===== src/rtl/pid_pkg.sv =====
// Shared definitions for the multi-channel PID controller: FSM state
// encodings, register-map offsets and the saturation helpers.
package pid_pkg;

    typedef logic [2:0] state_t;

    localparam state_t ST_IDLE  = 3'd0;
    localparam state_t ST_ERR   = 3'd1;
    localparam state_t ST_MUL_P = 3'd2;
    localparam state_t ST_MUL_I = 3'd3;
    localparam state_t ST_MUL_D = 3'd4;
    localparam state_t ST_OUT   = 3'd5;
    localparam state_t ST_DONE  = 3'd6;

    localparam int REG_KP      = 0;
    localparam int REG_KI      = 1;
    localparam int REG_KD      = 2;
    localparam int REG_LIMIT   = 3;
    localparam int REGS_PER_CH = 4;

    // Clamp to the full two's-complement range of a w-bit signed value.
    function automatic logic signed [63:0] sat_d(input logic signed [63:0] x, input int w);
        logic signed [63:0] hi;
        logic signed [63:0] lo;
        hi = (64'sd1 <<< (w - 1)) - 64'sd1;
        lo = -(64'sd1 <<< (w - 1));
        if (x > hi)      return hi;
        else if (x < lo) return lo;
        else             return x;
    endfunction

    // Symmetric clamp for the integrator so wind-up cannot reach the asymmetric minimum.
    function automatic logic signed [63:0] sat_acc(input logic signed [63:0] x, input int w);
        logic signed [63:0] hi;
        hi = (64'sd1 <<< (w - 1)) - 64'sd1;
        if (x > hi)       return hi;
        else if (x < -hi) return -hi;
        else              return x;
    endfunction

endpackage


===== src/rtl/pid_mac.sv =====
// Shared signed multiply-accumulate for all channels. The accumulator is
// wide enough that three gain*term products never overflow; the output is
// the Q-scaled sum clamped symmetrically to the channel limit.
module pid_mac #(
    parameter int D_WIDTH = 16,
    parameter int Q_BITS  = 13,
    parameter int ACC_W   = 20
) (
    input  logic                      clk,
    input  logic                      rstb,
    input  logic                      clr,
    input  logic                      acc_en,
    input  logic signed [D_WIDTH-1:0] a,
    input  logic signed [ACC_W-1:0]   b,
    input  logic [D_WIDTH-2:0]        limit,
    output logic signed [D_WIDTH-1:0] result
);
    import pid_pkg::*;

    localparam int AW = D_WIDTH + ACC_W + 2;

    logic signed [D_WIDTH+ACC_W-1:0] prod;
    logic signed [AW-1:0]            acc;
    logic signed [AW-1:0]            shifted;
    logic signed [AW-1:0]            lim_w;

    assign prod = a * b;

    // Load the first product of a channel, then accumulate the rest.
    always_ff @(posedge clk or negedge rstb) begin
        if (!rstb)       acc <= '0;
        else if (clr)    acc <= AW'(prod);
        else if (acc_en) acc <= acc + AW'(prod);
    end

    // Floor-shift out the fractional bits and clamp to +/-limit.
    always_comb begin
        shifted = acc >>> Q_BITS;
        lim_w   = AW'(signed'({1'b0, limit}));
        result  = D_WIDTH'(shifted);
        if (shifted > lim_w)       result = D_WIDTH'(lim_w);
        else if (shifted < -lim_w) result = D_WIDTH'(-lim_w);
    end

endmodule


===== src/rtl/pid_mc.sv =====
// Multi-channel PID controller. One FSM walks the channels in turn through
// a shared MAC; results collect in a shadow array and are published to
// out together on a single out_valid pulse.
module pid_mc #(
    parameter int D_WIDTH = 16,
    parameter int Q_BITS  = 13,
    parameter int N_CH    = 4,
    parameter int GUARD   = 4
) (
    input  logic                      clk,
    input  logic                      rstb,
    input  logic                      write_enable,
    input  logic                      iterate_enable,
    input  logic [D_WIDTH-1:0]        reg_addr,
    input  logic [D_WIDTH-1:0]        reg_data,
    input  logic [N_CH*D_WIDTH-1:0]   target,
    input  logic [N_CH*D_WIDTH-1:0]   measurement,
    output logic [N_CH*D_WIDTH-1:0]   out,
    output logic                      out_valid,
    output logic                      busy
);
    import pid_pkg::*;

    localparam int ACC_W = D_WIDTH + GUARD;
    localparam int CH_W  = (N_CH > 1) ? $clog2(N_CH) : 1;

    state_t                    state;
    logic [CH_W-1:0]           ch;
    logic [N_CH*D_WIDTH-1:0]   tgt_q;
    logic [N_CH*D_WIDTH-1:0]   meas_q;

    logic signed [D_WIDTH-1:0] kp     [N_CH];
    logic signed [D_WIDTH-1:0] ki     [N_CH];
    logic signed [D_WIDTH-1:0] kd     [N_CH];
    logic [D_WIDTH-2:0]        limit  [N_CH];
    logic signed [ACC_W-1:0]   integ  [N_CH];
    logic signed [D_WIDTH-1:0] e_prev [N_CH];
    logic signed [D_WIDTH-1:0] shadow [N_CH];

    logic signed [D_WIDTH-1:0] e_r, d_r;
    logic signed [ACC_W-1:0]   i_r;
    logic signed [D_WIDTH-1:0] tgt_c, meas_c, e_sat, d_sat;
    logic signed [ACC_W-1:0]   i_sat;

    logic                      mac_clr, mac_en;
    logic signed [D_WIDTH-1:0] mac_a;
    logic signed [ACC_W-1:0]   mac_b;
    logic signed [D_WIDTH-1:0] mac_result;

    logic                      wr_ok;
    logic [CH_W-1:0]           wa_ch;

    // Writes land only while fully idle so an iteration sees one gain set.
    assign wr_ok = !write_enable && !busy && (state == ST_IDLE)
                   && (reg_addr < D_WIDTH'(REGS_PER_CH * N_CH));
    assign wa_ch = reg_addr[2 +: CH_W];

    // Register file: gains and clamp limits.
    always_ff @(posedge clk or negedge rstb) begin
        if (!rstb) begin
            for (int c = 0; c < N_CH; c++) begin
                kp[c]    <= '0;
                ki[c]    <= '0;
                kd[c]    <= '0;
                limit[c] <= '1;
            end
        end else if (wr_ok) begin
            case (reg_addr[1:0])
                2'(REG_KP):    kp[wa_ch]    <= reg_data;
                2'(REG_KI):    ki[wa_ch]    <= reg_data;
                2'(REG_KD):    kd[wa_ch]    <= reg_data;
                2'(REG_LIMIT): limit[wa_ch] <= reg_data[D_WIDTH-2:0];
                default: ;
            endcase
        end
    end

    // Error, integrator and derivative terms for the current channel.
    always_comb begin
        tgt_c  = tgt_q[ch*D_WIDTH +: D_WIDTH];
        meas_c = meas_q[ch*D_WIDTH +: D_WIDTH];
        e_sat  = D_WIDTH'(sat_d(64'(tgt_c) - 64'(meas_c), D_WIDTH));
        i_sat  = ACC_W'(sat_acc(64'(integ[ch]) + 64'(e_sat), ACC_W));
        d_sat  = D_WIDTH'(sat_d(64'(e_sat) - 64'(e_prev[ch]), D_WIDTH));
    end

    // Route the gain/term pair for the current multiply step into the MAC.
    always_comb begin
        mac_clr = 1'b0;
        mac_en  = 1'b0;
        mac_a   = '0;
        mac_b   = '0;
        case (state)
            ST_MUL_P: begin mac_clr = 1'b1; mac_a = kp[ch]; mac_b = ACC_W'(e_r); end
            ST_MUL_I: begin mac_en  = 1'b1; mac_a = ki[ch]; mac_b = i_r;         end
            ST_MUL_D: begin mac_en  = 1'b1; mac_a = kd[ch]; mac_b = ACC_W'(d_r); end
            default: ;
        endcase
    end

    pid_mac #(.D_WIDTH(D_WIDTH), .Q_BITS(Q_BITS), .ACC_W(ACC_W)) u_mac (
        .clk    (clk),
        .rstb   (rstb),
        .clr    (mac_clr),
        .acc_en (mac_en),
        .a      (mac_a),
        .b      (mac_b),
        .limit  (limit[ch]),
        .result (mac_result)
    );

    // Sequencer: per channel ERR -> MUL_P -> MUL_I -> MUL_D -> OUT, then DONE.
    // busy trails the FSM by one cycle so it covers the out_valid cycle.
    always_ff @(posedge clk or negedge rstb) begin
        if (!rstb) begin
            state     <= ST_IDLE;
            ch        <= '0;
            tgt_q     <= '0;
            meas_q    <= '0;
            e_r       <= '0;
            d_r       <= '0;
            i_r       <= '0;
            out       <= '0;
            out_valid <= 1'b0;
            busy      <= 1'b0;
            for (int c = 0; c < N_CH; c++) begin
                integ[c]  <= '0;
                e_prev[c] <= '0;
                shadow[c] <= '0;
            end
        end else begin
            out_valid <= 1'b0;
            busy      <= (state != ST_IDLE);
            case (state)
                ST_IDLE: if (iterate_enable) begin
                    tgt_q  <= target;
                    meas_q <= measurement;
                    ch     <= '0;
                    state  <= ST_ERR;
                end
                ST_ERR: begin
                    e_r   <= e_sat;
                    i_r   <= i_sat;
                    d_r   <= d_sat;
                    state <= ST_MUL_P;
                end
                ST_MUL_P: state <= ST_MUL_I;
                ST_MUL_I: state <= ST_MUL_D;
                ST_MUL_D: state <= ST_OUT;
                ST_OUT: begin
                    shadow[ch] <= mac_result;
                    integ[ch]  <= i_r;
                    e_prev[ch] <= e_r;
                    if (ch == CH_W'(N_CH - 1)) begin
                        state <= ST_DONE;
                    end else begin
                        ch    <= ch + 1'b1;
                        state <= ST_ERR;
                    end
                end
                ST_DONE: begin
                    for (int c = 0; c < N_CH; c++) out[c*D_WIDTH +: D_WIDTH] <= shadow[c];
                    out_valid <= 1'b1;
                    state     <= ST_IDLE;
                end
                default: state <= ST_IDLE;
            endcase
        end
    end

endmodule


===== config.mk =====
export PLATFORM = sky130hd
export DESIGN_NAME = pid_mc
export DESIGN_NICKNAME = d
export VERILOG_FILES = /design/src/rtl/pid_pkg.sv /design/src/rtl/pid_mac.sv /design/src/rtl/pid_mc.sv
export SDC_FILE = /design/constraint.sdc
export NUM_CORES = 2
export LEC_CHECK = 0
export BUFFER_PORTS_ARGS = -buffer_cell sky130_fd_sc_hd__buf_4
export CAP_MARGIN = 20
export CORE_MARGIN = 2
export CORE_UTILIZATION = 35
export CTS_CLUSTER_DIAMETER = 60
export DETAILED_ROUTE_END_ITERATION = 16
export PLACE_DENSITY_LB_ADDON = 0.12
export SYNTH_ARGS = -nofsm -noshare
export SYNTH_HDL_FRONTEND = slang
export SYNTH_HIERARCHICAL = 1
export SYNTH_SLANG_ARGS = --single-unit

===== constraint.sdc =====
create_clock -name clk -period 24.6 [get_ports clk]
set_input_delay 2.46 -clock clk [delete_from_list [all_inputs] [get_ports clk]]
set_output_delay 2.46 -clock clk [all_outputs]
set_load 0.02 [all_outputs]

==> flow_summary_export.csv <==
group,metric,value,unit
floorplanning,io_pins,230,
sta,maxSlewViolCount,0,
critical_path,timing.rr.start,"ch[1]$_DFFE_PN0P_",
min_path,hold_path.class,"flip-flop to flip-flop",
yosys,synth_cell_type_count,92,
detailed_routing,drt-wirelength-per-cell,21.16,um
clock_tree,cts_resized,0,
yosys,syn_area_per_cell,11.17,um2
sta,fin_ws,13.53,ns
yosys,synthFlopType,"dfrtp_1",
clock_tree,root_buffer,"clkbuf_16",
floorplanning,initial_core_util,35.12,%
detailed_routing,dr_total_vias,34450,
global_route,first_global_vias,36580,
yosys,synthTopCellsByCount,"689 x dfrtp_1, 609 x mux2_2, 557 x nand2_1",
yosys,synth.largest_area_cell,"dfrtp_1",
yosys,synthesis.nets,5284,
sta,tightest_slew,1.102,ns
floorplanning,dieArea,148800,um2
critical_path,arrival,11.64,ns
global_route,grt-ovfl-total,0,
floorplanning,die_x,385.7,um
detailed_routing,dr.first_iter.drc_count,1694,
layout,area_growth,14.28,%
placement,port_buffers,229,
yosys,ys_ff_latch,749,
critical_path,crit_top_cell,"fa_1",
floorplanning,coreArea,145200,um2
global_route,gr-usage-met1,25.94,%
clock_tree,cts_buffers,97,
min_path,hold_depth,2,
sta,period_share,44.99,%
yosys,synth.area.top_cells,"dfrtp_1 34%, mux2_2 13%, fa_1 13%",
yosys,postSynth.asyncResetShare,100.0,%
sta,setup_viol_count_final,0,
yosys,synth_edf_count,0,
critical_path,cp-end-kind,"flip-flop",
global_route,grt_use_total,19.53,%
clock_tree,cts_sinks,749,
global_route,top_usage_layer,"met2",
yosys,syn_area,51000,um2
placement,dp_cells,6573,
critical_path,ff2ff_path_depth,34,
clock_tree,cts_tree,"built",
global_route,antenna_found_initial,6,
critical_path,cpPeakStageDelay,0.79,ns
detailed_routing,wirelength,143000,um
critical_path,cp-start-kind,"flip-flop",
clock_tree,htree_num_levels,3,
sta,fmaxAchievable,90.36,MHz
power,power.density,154.7,nW/um2
layout,drive_gt1_share,27.32,%
critical_path,path_class,"flip-flop to flip-flop",
sta,hold_viol,0,
yosys,ys_warn_count,6,
global_route,grt_use_met2,32.52,%
global_route,grt_pass1_wl,222500,um
detailed_routing,dr.pass1.iters,5,
clock_tree,clkSlewWorstSetupHoldPaths,0.06,ns
placement,gp_congestion,0.8185,
critical_path,cp.required,25.17,ns
power,p_leak,0.02853,uW
yosys,synth_most_common_cell,"dfrtp_1",
power,irDropWorstVdd,0.2447,mV
yosys,yosysTopAreaCellShare,33.81,%
clock_tree,cts_hold_buf,0,
global_route,grt_max_degree,86,
floorplanning,row_count,140,
floorplanning,die_h,385.7,um
sta,slew_headroom,26.33,%
detailed_routing,antenna_left,0,
min_path,hp-start,"shadow[20]$_DFFE_PN0P_",
detailed_routing,route.detailed.drc,0,
sta,finClkSkew,0.06089,ns
sta,tns,0,ns
layout,final_cell_count_no_fill,6757,
flow_run,max_cap_viol_count,0,
clock_tree,post_cts_buffers,0,
sta,rsz0062_at_grt,"no",
outcome,status,"finished, final reports clean",
critical_path,cp_slowest_cell,"o21ai_0",
placement,dp_slack,13.45,ns
sta,period_minus_slack,11.07,ns
clock_tree,clkLatencyLatePin,0.72,ns
detailed_routing,routed_via_density,5.098,
critical_path,r2r_slack,13.53,ns
layout,final_nets,5477,
critical_path,r2r-end,"u_mac/acc[37]$_DFFE_PN0P_",
global_route,gr-usage-met3,3.612,%
clock_tree,clock_path_buffers,3,
critical_path,crit_path_max_fanout,45,
layout,final_util,40.13,%
min_path,min_to,"out[36]$_DFFE_PN0P_",
placement,dpl.hpwl,103200,um
yosys,syn-instance-count,4564,
yosys,seq_area_frac_synth,36.90,%
power,p_total,9014,uW
[through the flow]
| stage | hold WS (ns) | cell area, um2 |
|---|---|---|
| after floorplan | 0.4331 | 51000 |
| after global placement | 0.4397 | 54990 |
| after detailed placement | 0.4482 | 54990 |
| after CTS | 0.4509 | 58250 |
| after global routing | 0.4957 | 58280 |
| final | 0.4566 | 58280 |
[flip-flops by register name (all words and copies together) (netlist names), 20 cells and up]
name       cells
i_r           20
kp            64
kd            64
u_mac/acc     38
limit         60
shadow        64
meas_q        64
e_prev        64
integ         80
ki            64
out           64
tgt_q         64
[cells by family (layout without fill, tap and decap cells)]
| logic type | after synthesis | after routing | share of synthesized area [%] |
|---|---|---|---|
| simple gates | 1070 | 1070 | 9.629 |
| mux | 805 | 805 | 20.51 |
| flops | 749 | 749 | 36.90 |
| buf+inv | 689 | 964 | 5.118 |
| fa+ha+maj | 582 | 582 | 18.86 |
| compound gates | 546 | 546 | 6.850 |
| xor+xnor | 123 | 123 | 2.127 |
| other cells | 0 | 1 | 0 |
[worst max-delay path: cells and delay by family, from the launching register on]
family          cells  cell delay, ns
xor+xnor            1            0.21
compound gates     16            3.60
mux                 2            0.40
buf+inv             4            1.34
fa+ha+maj           8            3.76
simple gates        3            0.88
flops               1            0.68
[routing by layer]
| metal | wire length (um) | share of wire, % | vias to the layer above |
|---|---|---|---|
| li1 | - | - | 15900 |
| met1 | 63820 | 45 | 17810 |
| met2 | 68690 | 48 | 548 |
| met3 | 6322 | 4.4 | 179 |
| met4 | 4093 | 2.9 | 8 |
| met5 | 55 | 0.038 | - |
[worst max path at each step]
stage,start,depth (start not counted),endpoint
final,ch[1]$_DFFE_PN0P_,34,u_mac/acc[37]$_DFFE_PN0P_
after global routing,ch[0]$_DFFE_PN0P_,34,u_mac/acc[37]$_DFFE_PN0P_
after CTS,ch[1]$_DFFE_PN0P_,34,u_mac/acc[37]$_DFFE_PN0P_
after detailed placement,ch[1]$_DFFE_PN0P_,34,u_mac/acc[37]$_DFFE_PN0P_
after global placement,ch[1]$_DFFE_PN0P_,34,u_mac/acc[37]$_DFFE_PN0P_
after floorplan,ch[0]$_DFFE_PN0P_,37,u_mac/acc[37]$_DFFE_PN0P_
[layout make-up]
class,instances,area (um2)
diodes,1,2.502
clock buffers,136,2714
clock inverters,45,548.0
fillers,14160,86930
inverters,467,1753
multi-input cells,3126,29630
flip-flops and latches,749,18830
well taps,1917,2399
repair buffers,316,2404
[report_power, final]
| group | switching, uW | internal, uW | leakage (uW) |
|---|---|---|---|
| Combinational | 3500 | 2360 | 0.0172 |
| Clock | 598 | 838 | 0.00160 |
| Sequential | 202 | 1520 | 0.00975 |
[layout by cell type (no fill, tap or decap), types with 26 or more instances in the layout]
master     synthesis  final
mux2i_1           64     64
inv_1            465    464
ha_1             236    236
fa_1             320    320
a21oi_1          108    108
dfrtp_1          689    686
and2_1           152    151
o21ai_1           16     49
nor2_1           141    140
clkbuf_16          0     97
xnor2_1           83     83
o21ai_0          160    126
mux2_2           609    609
nand2_1          557    553
a21o_1            81     81
nand2b_1          27     26
nor3_1            42     41
buf_4              2    312
nand3_1           38     37
dfstp_2           60     60
mux4_2           130    130
xor2_1            39     39
No activity file was read; power rests on OpenSTA's default activity.
